[src/rtl/ddc_phase_loader.sv]
// Streams the per-channel DDS phase table (PINC/POFF) to the DDS on commit,
// pulses resync, waits a settle time, then enables the DDC datapath.
module ddc_phase_loader #(
  parameter int N_CH          = 4,
  parameter int PHASE_W       = 32,
  parameter int SETTLE_CYCLES = 16,
  localparam int CH_W         = $clog2(N_CH),
  localparam int BW           = 2 * PHASE_W,
  localparam int CNT_W        = $clog2(SETTLE_CYCLES + 1)
) (
  input  logic               s_axis_aclk,
  input  logic               s_axis_aresetn,
  input  logic               cfg_wr_en,
  input  logic [CH_W-1:0]    cfg_ch,
  input  logic [PHASE_W-1:0] cfg_pinc,
  input  logic [PHASE_W-1:0] cfg_poff,
  input  logic               commit,
  output logic [BW-1:0]      m_axis_phase_tdata,
  output logic [CH_W-1:0]    m_axis_phase_tuser,
  output logic               m_axis_phase_tvalid,
  input  logic               m_axis_phase_tready,
  output logic               resync,
  output logic               ddc_en,
  output logic               busy,
  output logic [2:0]         dbg_state
);

  typedef enum logic [2:0] {
    IDLE   = 3'd0,
    LOAD   = 3'd1,
    RESYNC = 3'd2,
    SETTLE = 3'd3,
    RUN    = 3'd4
  } state_t;

  state_t            state, state_nxt;
  logic              pending, pending_nxt;
  logic [CNT_W-1:0]  cnt, cnt_nxt;
  logic [BW-1:0]     phase_tab [N_CH];
  logic              cap_en;
  logic [CH_W-1:0]   cap_idx;
  logic [BW-1:0]     cap_data;

  // Handshake: a beat transfers on a clock edge where tvalid && tready; while
  // tvalid is high and tready low, tdata/tuser are held unchanged.
  assign m_axis_phase_tvalid = (state == LOAD);
  assign resync              = (state == RESYNC);
  assign ddc_en              = (state == RUN);
  assign busy                = (state == LOAD) || (state == RESYNC) || (state == SETTLE);
  assign dbg_state           = state;

  // A write landing on the entry being captured wins over the stored value.
  assign cap_data = (cfg_wr_en && (cfg_ch == cap_idx)) ? {cfg_poff, cfg_pinc}
                                                       : phase_tab[cap_idx];

  always_comb begin
    state_nxt   = state;
    pending_nxt = pending;
    cnt_nxt     = cnt;
    cap_en      = 1'b0;
    cap_idx     = '0;
    case (state)
      IDLE, RUN: begin
        if (commit) begin
          state_nxt = LOAD;
          cap_en    = 1'b1;
        end
      end
      LOAD: begin
        if (commit) pending_nxt = 1'b1;
        if (m_axis_phase_tready) begin
          if (m_axis_phase_tuser == CH_W'(N_CH - 1)) begin
            state_nxt = RESYNC;
          end else begin
            cap_en  = 1'b1;
            cap_idx = m_axis_phase_tuser + CH_W'(1);
          end
        end
      end
      RESYNC: begin
        if (commit) pending_nxt = 1'b1;
        cnt_nxt   = CNT_W'(SETTLE_CYCLES - 1);
        state_nxt = SETTLE;
      end
      SETTLE: begin
        if (cnt == '0) begin
          if (pending || commit) begin
            state_nxt   = LOAD;
            pending_nxt = 1'b0;
            cap_en      = 1'b1;
          end else begin
            state_nxt = RUN;
          end
        end else begin
          cnt_nxt = cnt - CNT_W'(1);
          if (commit) pending_nxt = 1'b1;
        end
      end
      default: state_nxt = IDLE;
    endcase
  end

  always_ff @(posedge s_axis_aclk or negedge s_axis_aresetn) begin
    if (!s_axis_aresetn) begin
      state              <= IDLE;
      pending            <= 1'b0;
      cnt                <= '0;
      m_axis_phase_tdata <= '0;
      m_axis_phase_tuser <= '0;
    end else begin
      state   <= state_nxt;
      pending <= pending_nxt;
      cnt     <= cnt_nxt;
      if (cap_en) begin
        m_axis_phase_tdata <= cap_data;
        m_axis_phase_tuser <= cap_idx;
      end
    end
  end

  always_ff @(posedge s_axis_aclk or negedge s_axis_aresetn) begin
    if (!s_axis_aresetn) begin
      for (int i = 0; i < N_CH; i++) phase_tab[i] <= '0;
    end else if (cfg_wr_en) begin
      phase_tab[cfg_ch] <= {cfg_poff, cfg_pinc};
    end
  end

endmodule

[config.mk]
export PLATFORM = sky130hd
export DESIGN_NAME = ddc_phase_loader
export DESIGN_NICKNAME = d
export VERILOG_FILES = /design/src/rtl/ddc_phase_loader.sv
export SDC_FILE = /design/constraint.sdc
export NUM_CORES = 1
export LEC_CHECK = 0
export CAP_MARGIN = 20
export CORE_AREA = 2 2 150 189
export CTS_BUF_LIST = sky130_fd_sc_hd__clkbuf_4
export DETAILED_ROUTE_END_ITERATION = 10
export DIE_AREA = 0 0 152 191
export GPL_TIMING_DRIVEN = 0
export PLACE_DENSITY_LB_ADDON = 0.2
export SYNTH_ARGS = -nofsm -noshare
export SYNTH_HDL_FRONTEND = slang
export SYNTH_SLANG_ARGS = --single-unit
[constraint.sdc]
create_clock -name s_axis_aclk -period 2.5 [get_ports s_axis_aclk]
set_input_delay 0.25 -clock s_axis_aclk [delete_from_list [all_inputs] [get_ports s_axis_aclk]]
set_output_delay 0.25 -clock s_axis_aclk [all_outputs]
set_load 0.005 [all_outputs]
Word-level counts from Yosys, hierarchy flattened
Index checks and enable logic that the tools add are counted.
{ "op_classes": {"multipliers": 0, "n_reduce_logical": 14, "n_mux": 28, "n_lt_le_gt_ge": 3, "addsub": 2, "shift": 0, "n_bitwise": 2, "n_div": 0, "eq_ne": 12} }
{ "ops": {"columns": ["cell", "count"], "rows": [
  ["$bwmux W256", 1],
  ["$mux W64", 4],
  ["$bmux W64 S2", 1],
  ["$demux W64 S2", 1],
  ["$mux W3", 5],
  ["$pmux W3 S4", 1],
  ["$pmux W5 S2", 1],
  ["$mux W1", 8],
  ["$eq A3 B2 Y1 const B", 2],
  ["$ge A3 B3 Y1 const B", 2],
  ["$mux W2", 3],
  ["$ne A2 B1 Y1 const B", 3],
  ["$not A2 Y3", 2],
  ["$logic_not A5 Y1", 1],
  ["$mux W5", 1],
  ["$sub A5 B1 Y5 const B", 1],
  ["$ne A2 B2 Y1 const B", 2],
  ["$reduce_and A2 Y1", 2],
  ["$reduce_and A4 Y1", 1],
  ["$reduce_bool A2 Y1", 2],
  ["$reduce_or A2 Y1", 2],
  ["$eq A3 B1 Y1 const B", 1],
  ["$eq A3 B3 Y1 const B", 1],
  ["$logic_not A3 Y1", 1],
  ["other kinds (9)", 12]
]} }
{ "word_totals": {"elab_cells": 70, "mem_bits_rw": 0, "latch_bits": 0, "out_inout_bits": 73, "input_bits": 71, "ff_bits": 331, "romBits": 0, "mem_count": 0} }

Longest topological paths before layout
{ "depth": {"ltp_word": 9, "depth_mapped": 9, "ltp_nobuf": 7} }

Least setup slack after synthesis
OpenSTA, ideal clock, no wires.
{ "synth_timing": {"kind": "reg-to-reg", "startpoint": "register m_axis_phase_tuser[0]", "endpoint": "register m_axis_phase_tdata[14]", "setup_ns": 0.128, "arrival_time_ns": 2.052, "period_less_slack_ns": 2.181, "path_slack_ns": 0.319, "stages_incl_launch_ff": 10, "path_buffers": 3, "required_time_ns": 2.372, "path_cell_list": "dfrtp_1 -> ha_1 -> clkbuf_1 -> nor4b_1 -> a31o_2 -> a22o_1 -> buf_6 -> buf_6 -> a2111oi_4 -> o21ai_1"} }
{ "synth_between": {"elab_chain_len": 9, "elab_cells_between_ends": 15, "classes_between": "add/sub: 1; eq/ne: 2; mux: 10; bitwise: 1; reduce/logical: 1"} }
{ "synth_rtl": {"columns": ["element", "line_no", "source"], "rows": [
  ["start, declared", "19", "output logic [CH_W-1:0] m_axis_phase_tuser,"],
  ["start signal, assigned", "116", "m_axis_phase_tuser <= cap_idx;"],
  ["$add A2 B1 Y2 or $eq A2 B2 Y1 (tied branches)", "76, 72", null],
  ["$mux W2", "72", "if (m_axis_phase_tuser == CH_W'(N_CH - 1)) begin"],
  ["$mux W2", "71", "if (m_axis_phase_tready) begin"],
  ["$mux W2", "62", "case (state)"],
  ["$not A2 Y3 (not written as such)", "54", ": phase_tab[cap_idx];"],
  ["$bmux W64 S2", "54", null],
  ["$mux W64 (not written as such) (2 in series)", "54", null],
  ["$mux W64", "53", "assign cap_data = (cfg_wr_en && (cfg_ch == cap_idx)) ? {cfg_poff, cfg_pinc}"],
  ["end signal, assigned", "115", "m_axis_phase_tdata <= cap_data;"],
  ["end, declared", "18", "output logic [BW-1:0] m_axis_phase_tdata,"]
]} }
Several ways; a longest one is shown, not always the timed one. The select of a mux whose other input is x is not followed.
A chain may end at the register's enable or synchronous reset.

Worst setup path after layout
{ "layout_timing": {"startpoint": "register m_axis_phase_tuser[1]", "endpoint": "register m_axis_phase_tdata[30]"} }
Same word-level chain as after synthesis.

==> metrics <==
status=complete, no violations; Top FF cell, synth=dfrtp_1; Die H=191 µm; Placed Area=0.0181 mm²; fin crit share=approximately 99%; fmax=between 400 and 500 MHz; Max-Cap Viols=0; TritonRoute pass-1 iters=5; critical path endpoint category=flop; P per Cell Area=1070 mW/mm²; Synth area leaders=dfrtp_1 51%, mux2_2 18%, a2111oi_4 8.2%; layout cells sized above 1=~31%; Net Count, Synth=1414; clock sink total=331; first-pass GRT wire length=between 60000 and 70000 µm; Routed Antenna Nets=0; HPWL after detailed placement=25700 µm; CP Buf/Inv Count=2; Fillers=1993; CTS buffer count=slightly above 80; floorplan row count=68; Worst EP required=~3.1 ns; Congestion Overflow GR=0; synthesized cell area=about 0.016 mm²; CP cell instances=ha_2 -> nor4b_1 -> a31o_2 -> a22o_1 -> buf_6 -> buf_6 -> a2111oi_4 -> o21ai_1; post-synth top area share=51.1%; Starting Density=59.3%; routed length per placed instance=20.1 µm; dpl cells=1836; maximum VDD drop=0.000591 V; EDFF count, synth=0; CP delay by family, top=compound AO/OA/AOI/OAI gates; Reg area=between 0.008 and 0.009 mm²; gr usage total=27.5%; die area=0.0290 mm²; top cells by count, synth=331 x dfrtp_1, 255 x mux2_2, 139 x nand2_1; met2 WL=about 20000 µm; # IOs=144; P&R area growth vs syn=18.9%; Seq pwr share=36.8%; vias in the first global route=12055; Cells after Synth=1341; clock transition at the registers of the reported paths=around 0.06 ns; pin count of the biggest net entering global routing=127; Core Box Area=0.0273 mm²; Via-to-Cell Ratio=5.88; Hold Fails Final Rpt=0; CTS tree=built; Vias=11639; worst-margin pin slew=0.892 ns; Psw=0.00753 W; mean cell area of the mapped netlist=12.1 µm²; final setup violation count=0; initial antenna violation count=2; min-delay worst type=input port to asynchronous set/reset pin; die extent in x=152 µm; post-route insts no fill=1978; Yosys reg bits=roughly 330; drt total wl=39800 µm; Async SR Flop Fraction=100%; Leakage Power=just under 8 nW; RD Place Congestion=0.782; maximum fanout along the worst path=10; Pint=0.0131 W; yosys warns=0; Post-route DRC=0; Slew Limit Fails=0; combinational share of power=41.6%; Top Layer Used=met4; CTS H-tree depth=3; post-synth top area cell=dfrtp_1; Cell variety after synth=42; CP most frequent cell=buf_6; slowest stage cell, crit path=dfrtp_1; CP max stage delay=0.45 ns; clk_skew=just under 0.05 ns; Worst Setup Start Kind=flop; Reg2Reg Setup Slack=0.01 ns; Worst-Skew Late Latency=approximately 0.75 ns; switching share of power=36.5%; Post-Route M1 WL=16300 µm; multi-input logic area=0.00748 mm²; sequential area share after synthesis=51.1%; cell with the most instances after synthesis=dfrtp_1; Bufs on Longest Clock Path=3; nets=around 1600; Root Buffer=clkbuf_4; First DRT Iteration DRCs=584; worst slack at placement=-0.423 ns; Slew HR=40.5%; min Tclk post-route=between 2 and 2.5 ns; Port Buffers=143; final instance area=0.0193 mm²; worst path arrival time=3.06 ns; critical setup path kind=flop to flop; wire length on met3=2150 µm; clock group share of total power=a little over a fifth; worst setup slack after layout=0.0142 ns
## metal layers
| metal | GRT usage, % | vias up |
|---|---|---|
| li1 | - | 5350 |
| met1 | 34.2 | 5842 |
| met2 | 48.0 | 378 |
| met3 | 5.24 | 69 |
| met4 | 10.4 | 0 |
| met5 | 0 | - |
## flip-flops by register name, summed over array words and instances, names as in the netlist
signal / count
dbg_state: 3
pending: 1
m_axis_phase_tuser: 2
cnt: 5
phase_tab: 256
m_axis_phase_tdata: 64
## path summary, 6_finish.rpt
check / from / end / cells after the start
worst max-delay path: m_axis_phase_tuser[1] / m_axis_phase_tdata[30] / 8
worst min-delay path: s_axis_aresetn / phase_tab[72] / 2
worst max register to register: m_axis_phase_tuser[1] / m_axis_phase_tdata[30] / 8
worst min register to register: m_axis_phase_tdata[11] / m_axis_phase_tdata[11] / 2
max in group asynchronous: s_axis_aresetn / phase_tab[95] / 4
min in group s_axis_aclk: commit / dbg_state[2] / 2
## power by group through the flow
stage / Sequential [W] / Clock (W) / Combinational (W)
final: 0.00760 / 0.00445 / 0.00857
after floorplan: 0.00753 / 0 / 0.00547
after global routing: 0.00776 / 0.00486 / 0.00927
after global placement: 0.00763 / 0 / 0.00824
after CTS: 0.00759 / 0.00454 / 0.00861
after detailed placement: 0.00768 / 0 / 0.00843
## cells by family (layout without fill, tap and decap cells)
| kind of cell | Yosys count | after routing | synth area share, % |
|---|---|---|---|
| fa+ha+maj | 2 | 2 | 0.154 |
| simple gates | 297 | 297 | 7.92 |
| mux | 320 | 320 | 21.7 |
| compound gates | 280 | 280 | 16.0 |
| flops | 331 | 331 | 51.1 |
| other cells | 0 | 3 | 0 |
| xor+xnor | 1 | 1 | 0.0541 |
| buf+inv | 110 | 394 | 3.05 |
## layout make-up
class / instances / area share [%]
multi-input cells: 900 / 38.9
repair buffers: 149 / 7.91
diodes: 3 / 0.0390
clock buffers: 114 / 4.44
flip-flops and latches: 331 / 43.0
plain buffers: 105 / 2.69
inverters: 4 / 0.0780
well taps: 350 / 2.27
clock inverters: 22 / 0.708
## timing repair
item | CTS | global route
cloned | 0 | 0
hold buffers | 1 | 0
resized for setup | 34 | 18
pin swaps | 1 | 0
setup buffers | 3 | 0
hold endpoints to repair | 112 | 0
endpoints found under the setup margin | 63 | 51
## worst reg2reg max path, stage by stage (launching register included)
cell       delay, ns
dfrtp_1         0.45
ha_2            0.43
nor4b_1         0.07
a31o_2          0.24
a22o_1          0.22
buf_6           0.17
buf_6           0.19
a2111oi_4       0.43
o21ai_1         0.13
## layout by cell type (no fill, tap or decap), types with 3 or more instances in the layout
cell type,instances
a2111oi_0,5
a2111oi_1,3
a2111oi_2,7
a2111oi_4,48
a21oi_1,71
buf_1,3
buf_2,28
buf_4,3
buf_6,6
clkbuf_1,49
clkbuf_2,16
clkbuf_4,115
clkdlybuf4s50_1,141
clkinv_1,15
dfrtp_1,331
diode_2,3
inv_1,4
inv_2,4
mux2_2,255
mux2i_1,65
nand2_1,138
nand3_1,67
nor2_1,75
nor2b_1,3
o21ai_0,75
o21ai_1,57
## per-stage QoR
step                      power [W]  hold WS [ns]  util, %  setup TNS (ns)
after global placement       0.0159         0.467     66.2        -4441.87
after global routing         0.0219         0.154     70.5         -0.0432
final                        0.0206         0.152     70.5               0
after detailed placement     0.0161         0.374     66.4          -55.99
after CTS                    0.0207         0.122     70.4               0
after floorplan              0.0130       -0.0456        -               0
Note: power is estimated with default switching activity, not from simulation.
